`src/rtl/id_ex_stage.sv`:
```
// id_ex_stage: ID/EX pipeline register with operand forwarding and load-use
// hazard detection.
//
// Ports:
//   clk, rst            rising-edge clock, asynchronous active-high reset
//   D*                  decoded instruction fields from the ID stage
//   FLUSH               squash the decoded instruction (taken branch/jump)
//   MWREG/MRN/MALU      MEM-stage writeback (forward source, highest priority)
//   WWREG/WRN/WDATA     WB-stage writeback (forward source)
//   STALL               hold PC and IF/ID for one cycle on a load-use hazard
//   EALUC, EXA, EXB     ALU opcode and operands
//   ESTD                forwarded rt value used as store data
//   ERN, EWREG, EM2REG, EWMEM  EX-stage destination and control
module id_ex_stage #(
  parameter int unsigned XLEN = 32,
  parameter int unsigned RW   = 5
) (
  input  logic            clk,
  input  logic            rst,
  input  logic [3:0]      DALUC,
  input  logic [XLEN-1:0] DA,
  input  logic [XLEN-1:0] DB,
  input  logic [XLEN-1:0] DIMM,
  input  logic [XLEN-1:0] DPC8,
  input  logic [RW-1:0]   DRS,
  input  logic [RW-1:0]   DRT,
  input  logic [RW-1:0]   DRN,
  input  logic            DUSERS,
  input  logic            DUSERT,
  input  logic            DALUIMM,
  input  logic            DJAL,
  input  logic            DWREG,
  input  logic            DM2REG,
  input  logic            DWMEM,
  input  logic            FLUSH,
  input  logic            MWREG,
  input  logic [RW-1:0]   MRN,
  input  logic [XLEN-1:0] MALU,
  input  logic            WWREG,
  input  logic [RW-1:0]   WRN,
  input  logic [XLEN-1:0] WDATA,
  output logic            STALL,
  output logic [3:0]      EALUC,
  output logic [XLEN-1:0] EXA,
  output logic [XLEN-1:0] EXB,
  output logic [XLEN-1:0] ESTD,
  output logic [RW-1:0]   ERN,
  output logic            EWREG,
  output logic            EM2REG,
  output logic            EWMEM
);

  localparam logic [3:0] ALUC_ADD = 4'b0010;

  logic [3:0]      aluc_q, aluc_d;
  logic [XLEN-1:0] a_q, a_d, b_q, b_d, imm_q, imm_d, pc8_q, pc8_d;
  logic [RW-1:0]   rs_q, rs_d, rt_q, rt_d, rn_q, rn_d;
  logic            users_q, users_d, usert_q, usert_d;
  logic            aluimm_q, aluimm_d, jal_q, jal_d;
  logic            wreg_q, wreg_d, m2reg_q, m2reg_d, wmem_q, wmem_d;

  logic            stall_c;
  logic [XLEN-1:0] fa, fb;

  // Load in EX whose destination is read by the instruction in decode.
  always_comb begin
    stall_c = m2reg_q & (rn_q != '0) &
              ((DUSERS & (DRS == rn_q)) | (DUSERT & (DRT == rn_q)));
  end

  // Bubble on stall or flush, otherwise capture the decoded instruction.
  always_comb begin
    aluc_d   = ALUC_ADD;
    a_d      = '0;
    b_d      = '0;
    imm_d    = '0;
    pc8_d    = '0;
    rs_d     = '0;
    rt_d     = '0;
    rn_d     = '0;
    users_d  = 1'b0;
    usert_d  = 1'b0;
    aluimm_d = 1'b0;
    jal_d    = 1'b0;
    wreg_d   = 1'b0;
    m2reg_d  = 1'b0;
    wmem_d   = 1'b0;
    if (!(stall_c || FLUSH)) begin
      aluc_d   = DALUC;
      a_d      = DA;
      b_d      = DB;
      imm_d    = DIMM;
      pc8_d    = DPC8;
      rs_d     = DRS;
      rt_d     = DRT;
      rn_d     = DRN;
      users_d  = DUSERS;
      usert_d  = DUSERT;
      aluimm_d = DALUIMM;
      jal_d    = DJAL;
      wreg_d   = DWREG;
      m2reg_d  = DM2REG;
      wmem_d   = DWMEM;
    end
  end

  always_ff @(posedge clk or posedge rst) begin
    if (rst) begin
      aluc_q   <= ALUC_ADD;
      a_q      <= '0;
      b_q      <= '0;
      imm_q    <= '0;
      pc8_q    <= '0;
      rs_q     <= '0;
      rt_q     <= '0;
      rn_q     <= '0;
      users_q  <= 1'b0;
      usert_q  <= 1'b0;
      aluimm_q <= 1'b0;
      jal_q    <= 1'b0;
      wreg_q   <= 1'b0;
      m2reg_q  <= 1'b0;
      wmem_q   <= 1'b0;
    end else begin
      aluc_q   <= aluc_d;
      a_q      <= a_d;
      b_q      <= b_d;
      imm_q    <= imm_d;
      pc8_q    <= pc8_d;
      rs_q     <= rs_d;
      rt_q     <= rt_d;
      rn_q     <= rn_d;
      users_q  <= users_d;
      usert_q  <= usert_d;
      aluimm_q <= aluimm_d;
      jal_q    <= jal_d;
      wreg_q   <= wreg_d;
      m2reg_q  <= m2reg_d;
      wmem_q   <= wmem_d;
    end
  end

  // Forwarding: MEM (youngest) beats WB; register 0 is never forwarded.
  always_comb begin
    if (MWREG && (MRN != '0) && (MRN == rs_q))      fa = MALU;
    else if (WWREG && (WRN != '0) && (WRN == rs_q)) fa = WDATA;
    else                                            fa = a_q;

    if (MWREG && (MRN != '0) && (MRN == rt_q))      fb = MALU;
    else if (WWREG && (WRN != '0) && (WRN == rt_q)) fb = WDATA;
    else                                            fb = b_q;
  end

  always_comb begin
    STALL  = stall_c;
    EALUC  = aluc_q;
    EXA    = jal_q ? pc8_q : fa;
    EXB    = aluimm_q ? imm_q : fb;
    ESTD   = fb;
    ERN    = rn_q;
    EWREG  = wreg_q;
    EM2REG = m2reg_q;
    EWMEM  = wmem_q;
  end

  // Source-register usage flags are kept in EX state for completeness; the
  // forwarding rule itself keys only on RS/RT.
  logic unused_use;
  assign unused_use = users_q ^ usert_q;

endmodule

```
`config.mk`:
```
export PLATFORM = sky130hd
export DESIGN_NAME = id_ex_stage
export DESIGN_NICKNAME = d
export VERILOG_FILES = /design/src/rtl/id_ex_stage.sv
export SDC_FILE = /design/constraint.sdc
export NUM_CORES = 1
export LEC_CHECK = 0
export CAP_MARGIN = 20
export CORE_MARGIN = 2
export CORE_UTILIZATION = 45
export CTS_CLUSTER_DIAMETER = 120
export DETAILED_ROUTE_END_ITERATION = 10
export GPL_TIMING_DRIVEN = 1
export PLACE_DENSITY = 0.86
export SYNTH_ARGS = -nofsm -noshare
export SYNTH_HDL_FRONTEND = slang
export SYNTH_SLANG_ARGS = --single-unit
```
`constraint.sdc`:
```
create_clock -name clk -period 11.84 [get_ports clk]
set_input_delay 1.776 -clock clk [delete_from_list [all_inputs] [get_ports clk]]
set_output_delay 1.776 -clock clk [all_outputs]
set_load 0.02 [all_outputs]
```
==> results_dict.tcl, run 1 <==
set metrics [dict create \
    status "finished clean" \
    p_switching_mw 0.371 \
    cp-start-kind "input port" \
    drt_iter0_drc 443 \
    hold_buffers 0 \
    max_cap_violations 0 \
    worst_skew_pair.late_latency_ps 420 \
    synth.area.top_cells "dfrtp_1 (50%), and2_1 (13%), nor2_1 (6.0%), o31ai_1 (5.9%), a221oi_1 (3.6%)" \
    p_clk_share_pct 40.3 \
    dr.pass1.iters 5 \
    clock_path_buffers 2 \
    grt_antenna_before_repair 0 \
    synthArstFlopShare_pct 100 \
    ys_seq_area_share_pct 50.5 \
    crit_type "input port to output port" \
    grt_first_pass_wirelength_mm 39.0 \
    syn_avg_cell_area_um2 9.28 \
    tns_ps 0 \
    worst_pin_slew_ps 1050 \
    die_y_um 133 \
    fp-row-count 47 \
    reg2reg_to "a_q[15]$_DFF_PP0_" \
    overflow 0 \
    die-area_mm2 0.0178 \
    drt_wl_total_mm 25.7 \
    synthFlopType "dfrtp_1" \
    fin_crit_sh_pct 63.2 \
    r2r_setup_slack_ps 9830 \
    cp_common_cell "clkdlybuf4s50_1" \
    cp.arrival_ps 5710 \
    met2_usage_pct 49.9 \
    syn-instance-count 812 \
    layout-drive-gt1-share_pct 4.77 \
    grt_max_degree 84 \
    reg2reg_depth 6 \
    cts-root-buf "clkbuf_16" \
    dp_hpwl_mm 17.6 \
    whs_path_depth 3 \
    crit_chain "clkdlybuf4s50_1, or4_4, o211ai_4, or2_2, a211oi_1, o31ai_1, clkdlybuf4s50_1" \
    clk_pin_slew_ps 60 \
    port_buffers 341 \
    ant_nets 0 \
    rsz0062_at_grt "false" \
    avgRoutedWirePerCell_um 19.0 \
    grt_pass1_vias 7009 \
    place_ws_ps 4420 \
    cts_htree_levels 4 \
    ys_types 35 \
    netlist.area_leader.share_pct 50.2 \
    netlist_area_mm2 0.00753 \
    comb_power_share_pct 21.1 \
    r2r-start "ERN[1]$_DFF_PP0_" \
    drv_slew 0 \
    cp.required_ps 10060 \
    min_path_type "register to register" \
    hold_viol_final 0 \
    synthTopCellsByCount "and2_1 (152), dfrtp_1 (151), nor2_1 (120)" \
    placed_cells 1320 \
    antenna_cells 0 \
    cts_made_buffers 17 \
    final_cells 1352 \
    die_x_um 133 \
    cp_max_fo 33 \
    fin_crit_ps 7480 \
    finalSetupViolations 0 \
    grt-busiest-layer "met2" \
    final_nets 1353 \
    gr-usage-met3_pct 7.23 \
    syn_to_final_growth_pct 55.1 \
    worstHoldEndpoint "EALUC[1]$_DFF_PP1_" \
    cts_tree "done" \
    avgViaCountPerCell 5.29 \
    cp_slowest_cell "o211ai_4" \
    powerDensity_mw_per_mm2 124 \
    pwr-share-seq_pct 38.7 \
    syn_nets 1045 \
    setup_ws_ps 4360 \
    ir_drop_uv 97.3 \
    p_leak_nw 4.94 \
    post-synth-top-count-cell "and2_1" \
    fin_skew_ps 8.59 \
    cts_setup_buffers 0 \
    cts_resized 0 \
    max_freq_ghz 0.134 \
    use_met1_pct 34.5 \
    gr-usage-all-layers_pct 28.9 \
    hp-start "EM2REG$_DFF_PP0_" \
    vias 7146 \
    p_int_mw 1.07 \
    slew_headroom_pct 29.6 \
    design.core.area_mm2 0.0165 \
    yosys_warnings 0 \
    synth_seq_cells 152 \
    synth_edf_count 0 \
    synth_largest_area_cell "dfrtp_1" \
    sw_frac_of_total_pct 25.7 \
    cts.sinks 152 \
    cp-end-kind "output port" \
    drc 0 \
    crit_start "WRN[0]" \
    start_util_pct 45.7 \
    slowest_delay_ps 840 \
    ios 342 \
    gp_congestion 0.865 \
]
[layout make-up]
type | instances | area (um^2)
well taps | 220 | 275
repair buffers | 351 | 3500
inverters | 39 | 151
multi-input cells | 559 | 3320
clock inverters | 11 | 169
clock buffers | 20 | 457
fillers | 1201 | 4790
flip-flops and latches | 152 | 3810
[critical path, delay by kind of cell]
family          cells  cell delay [ps]
buf+inv             2             1160
compound gates      3             1350
simple gates        2             1400
[cells by family (layout without fill, tap and decap cells)]
group / Yosys count / count (layout) / synth area share, %
and+or+nand+nor: 389 / 389 / 25.6
DFF: 152 / 152 / 50.5
AOI/OAI and AO/OA: 135 / 135 / 13.8
buffers and inverters: 101 / 421 / 5.88
xor gates and xnor gates: 29 / 29 / 3.37
muxes: 6 / 6 / 0.797
[worst max-delay path by stage]
| stage | to | slack (ps) |
|---|---|---|
| final | EXA[3] | 4360 |
| after global routing | EXA[16] | 4240 |
| after CTS | EXA[3] | 4380 |
| after detailed placement | EXA[7] | 4420 |
| after global placement | EXA[1] | 4490 |
| after floorplan | EALUC[0]$_DFF_PP0_ | 5970 |
[metal layers]
metal	up-vias	part of all wire, %
met1	3367	38
met3	69	8.3
met2	372	50
li1	3338	-
met5	-	0
met4	0	3.6
[sequential cells by signal, summed over array words and instances, names as in the netlist]
signal and cells:
EALUC 4, EM2REG 1, ERN 5, EWMEM 1, EWREG 1, a_q 32
aluimm_q 1, b_q 32, imm_q 32, jal_q 1, pc8_q 32, rs_q 5
rt_q 5
[power groups by stage]
stage	registers (mW)	logic, mW	clock network [mW]
floorplan	0.566	0.135	0
global placement	0.569	0.295	0
detailed placement	0.570	0.299	0
CTS	0.561	0.302	0.588
global route	0.560	0.325	0.609
finish	0.558	0.304	0.581
[cell usage in the layout, fill, tap and decap left out, types with 3 or more instances in the layout]
| cell type | netlist | final |
|---|---|---|
| nand2_1 | 63 | 63 |
| bufinv_16 | 0 | 4 |
| inv_1 | 39 | 38 |
| a211oi_1 | 32 | 32 |
| xnor2_1 | 29 | 29 |
| clkbuf_16 | 0 | 17 |
| and2_1 | 152 | 152 |
| inv_6 | 0 | 4 |
| buf_4 | 5 | 9 |
| a221oi_1 | 31 | 31 |
| clkdlybuf4s50_1 | 0 | 341 |
| clkinv_2 | 0 | 3 |
| dfrtp_1 | 151 | 149 |
| a21oi_1 | 6 | 6 |
| nor2_1 | 120 | 118 |
| o31ai_1 | 59 | 59 |
| nor3_1 | 40 | 39 |
| nand4_1 | 4 | 4 |
| mux2i_1 | 6 | 6 |
[stage by stage]
stage	hold WS, ps	power, mW	instance area [um^2]	util [%]
global placement	968	0.865	11000	67.0
global route	1050	1.49	11700	70.9
CTS	997	1.45	11700	70.8
floorplan	915	0.701	7530	-
finish	991	1.44	11700	70.9
detailed placement	973	0.869	11000	67.0
Note: power is estimated with default switching activity, not from simulation.
==> inputs of run 2 (changes only) <==
- CORE_UTILIZATION: 45 -> 38
- PLACE_DENSITY: 0.86 -> 0.77
- clock period: 11.84 -> 6.4 ns (I/O delays scaled with it)
==> run 2 against run 1 <==
Non-clock buffer count grew 3. Critical path depth is the same. Register-to-register slack lost 5400 ps. Cell count grew 3.6%. First-iteration DRC count shrank 2.5%. Worst hold slack gained 26 ps. Setup slack lost 3300 ps. Clock-buffer cell count is the same.
==> results_dict.tcl, run 2 (synthesized netlist as in run 1, its figures left out) <==
set metrics [dict create \
    status "finished clean" \
    slew_headroom_pct 38.5 \
    vias 7090 \
    cp.required_ps 5440 \
    fin_crit_ps 5300 \
    whs_path_depth 3 \
    layout_commonest_cell "clkdlybuf4s50_1" \
    tns_ps 0 \
    drt_wl_total_mm 26.2 \
    r2r-start "ERN[1]$_DFF_PP0_" \
    finish.utilization_pct 60.3 \
    mostFrequentLayoutCells "clkdlybuf4s50_1 (341), and2_1 (152), dfrtp_1 (149)" \
    ir_drop_uv 183 \
    place_ws_ps 1140 \
    gr-usage-all-layers_pct 24.6 \
    die-area_mm2 0.0210 \
    reg2reg_depth 6 \
    clock_path_buffers 2 \
    r2r_setup_slack_ps 4460 \
    p_clk_share_pct 39.2 \
    port_buffers 341 \
    powerDensity_mw_per_mm2 224 \
    sw_frac_of_total_pct 26.4 \
    dp_hpwl_mm 18.6 \
    avgRoutedWirePerCell_um 18.7 \
    drt_iter0_drc 432 \
    max_freq_ghz 0.189 \
    cts_resized 0 \
    max_cap_violations 0 \
    p_switching_mw 0.694 \
    cp-start-kind "input port" \
    grt_pass1_vias 7091 \
    setup_ws_ps 1100 \
    ios 342 \
    comb_power_share_pct 21.5 \
    cp-end-kind "output port" \
    holdWs_ps 1020 \
    cts_made_buffers 17 \
    finalSetupViolations 0 \
    fin_crit_sh_pct 82.8 \
    layout-drive-gt1-share_pct 4.93 \
    reg2reg_to "a_q[16]$_DFF_PP0_" \
    cts-root-buf "clkbuf_16" \
    worst_pin_slew_ps 923 \
    drv_slew 0 \
    crit_start "WRN[0]" \
    grt_first_pass_wirelength_mm 38.5 \
    dr.pass1.iters 5 \
    hold_viol_final 0 \
    multi_input_area_mm2 0.00332 \
    die_x_um 145 \
    grt_antenna_before_repair 1 \
    worstHoldEndpoint "EALUC[1]$_DFF_PP1_" \
    die_y_um 145 \
    pwr-share-seq_pct 39.3 \
    rsz0062_at_grt "false" \
    syn_to_final_growth_pct 55.8 \
    avgViaCountPerCell 5.06 \
    hold_buffers 0 \
    cts_htree_levels 4 \
    cts_tree "done" \
    cts_setup_buffers 0 \
    final_nets 1356 \
    hp-start "EM2REG$_DFF_PP0_" \
    ant_nets 0 \
    final_cells 1401 \
    fp-row-count 51 \
    p_int_mw 1.94 \
    crit_type "input port to output port" \
    placed_cells 1369 \
    clk_pin_slew_ps 60 \
    design.core.area_mm2 0.0195 \
    cp.arrival_ps 4340 \
    cp_max_fo 32 \
    drc 0 \
    gp_congestion 0.825 \
    num-fill-cells 1673 \
    worst_skew_pair.late_latency_ps 420 \
    min_path_type "register to register" \
    grt_max_degree 99 \
    p_leak_nw 4.94 \
    start_util_pct 38.7 \
    overflow 0 \
    cts.sinks 152 \
    fin_skew_ps 6.71 \
    register_area_mm2 0.00381 \
]
[run 2: cell count changes in the layout (fill, tap and decap cells not counted), sizes merged]
cell | previous run | this run
inv | 42 | 41
diode | 0 | 1
clkinv | 3 | 5
buf | 10 | 13
bufinv | 4 | 3
[run 2: layout make-up]
cell class / instances / area share, %
flip-flops and latches: 152 / 32.4
repair buffers: 354 / 30.0
multi-input cells: 559 / 28.3
clock buffers: 20 / 3.81
well taps: 265 / 2.83
inverters: 39 / 1.29
clock inverters: 11 / 1.26
diodes: 1 / 0.0213
[run 2: worst max path at each step]
stage / cells after the start / to / slack, ps
6_report: 7 / EXB[0] / 1100
5_1_grt: 7 / EXB[0] / 970
4_1_cts: 7 / EXB[0] / 1140
3_5_place_dp: 7 / EXB[0] / 1140
3_3_place_gp: 8 / EXB[0] / 1200
2_1_floorplan: 1 / EALUC[0]$_DFF_PP0_ / 1350
[run 2: per-layer routing]
metal | vias up | global-route usage (%) | share of wire (%)
li1 | 3347 | - | -
met1 | 3356 | 28.7 | 38
met2 | 331 | 42.9 | 50
met3 | 56 | 6.28 | 8.7
met4 | 0 | 10.6 | 3.3
met5 | - | 0 | 0
[run 2: critical path, cell delays in order]
cell	delay [ps]
clkdlybuf4s50_1	470
or4_4	590
a21oi_2	200
or3_2	640
mux2i_1	210
a221oi_1	540
clkdlybuf4s50_1	720
[run 2: stage by stage]
step                total power, mW  instance area [um^2]
floorplan                      1.30                  7530
global placement               1.61                 11100
detailed placement             1.62                 11100
CTS                            2.65                 11700
global route                   2.73                 11700
finish                         2.63                 11700
[run 2: power groups by stage]
stage          Sequential (mW)  Clock (mW)  Combinational, mW
2_1_floorplan             1.05           0              0.249
3_3_place_gp              1.05           0              0.560
3_5_place_dp              1.05           0              0.566
4_1_cts                   1.03        1.04              0.570
5_1_grt                   1.04        1.09              0.606
6_report                  1.03        1.03              0.565
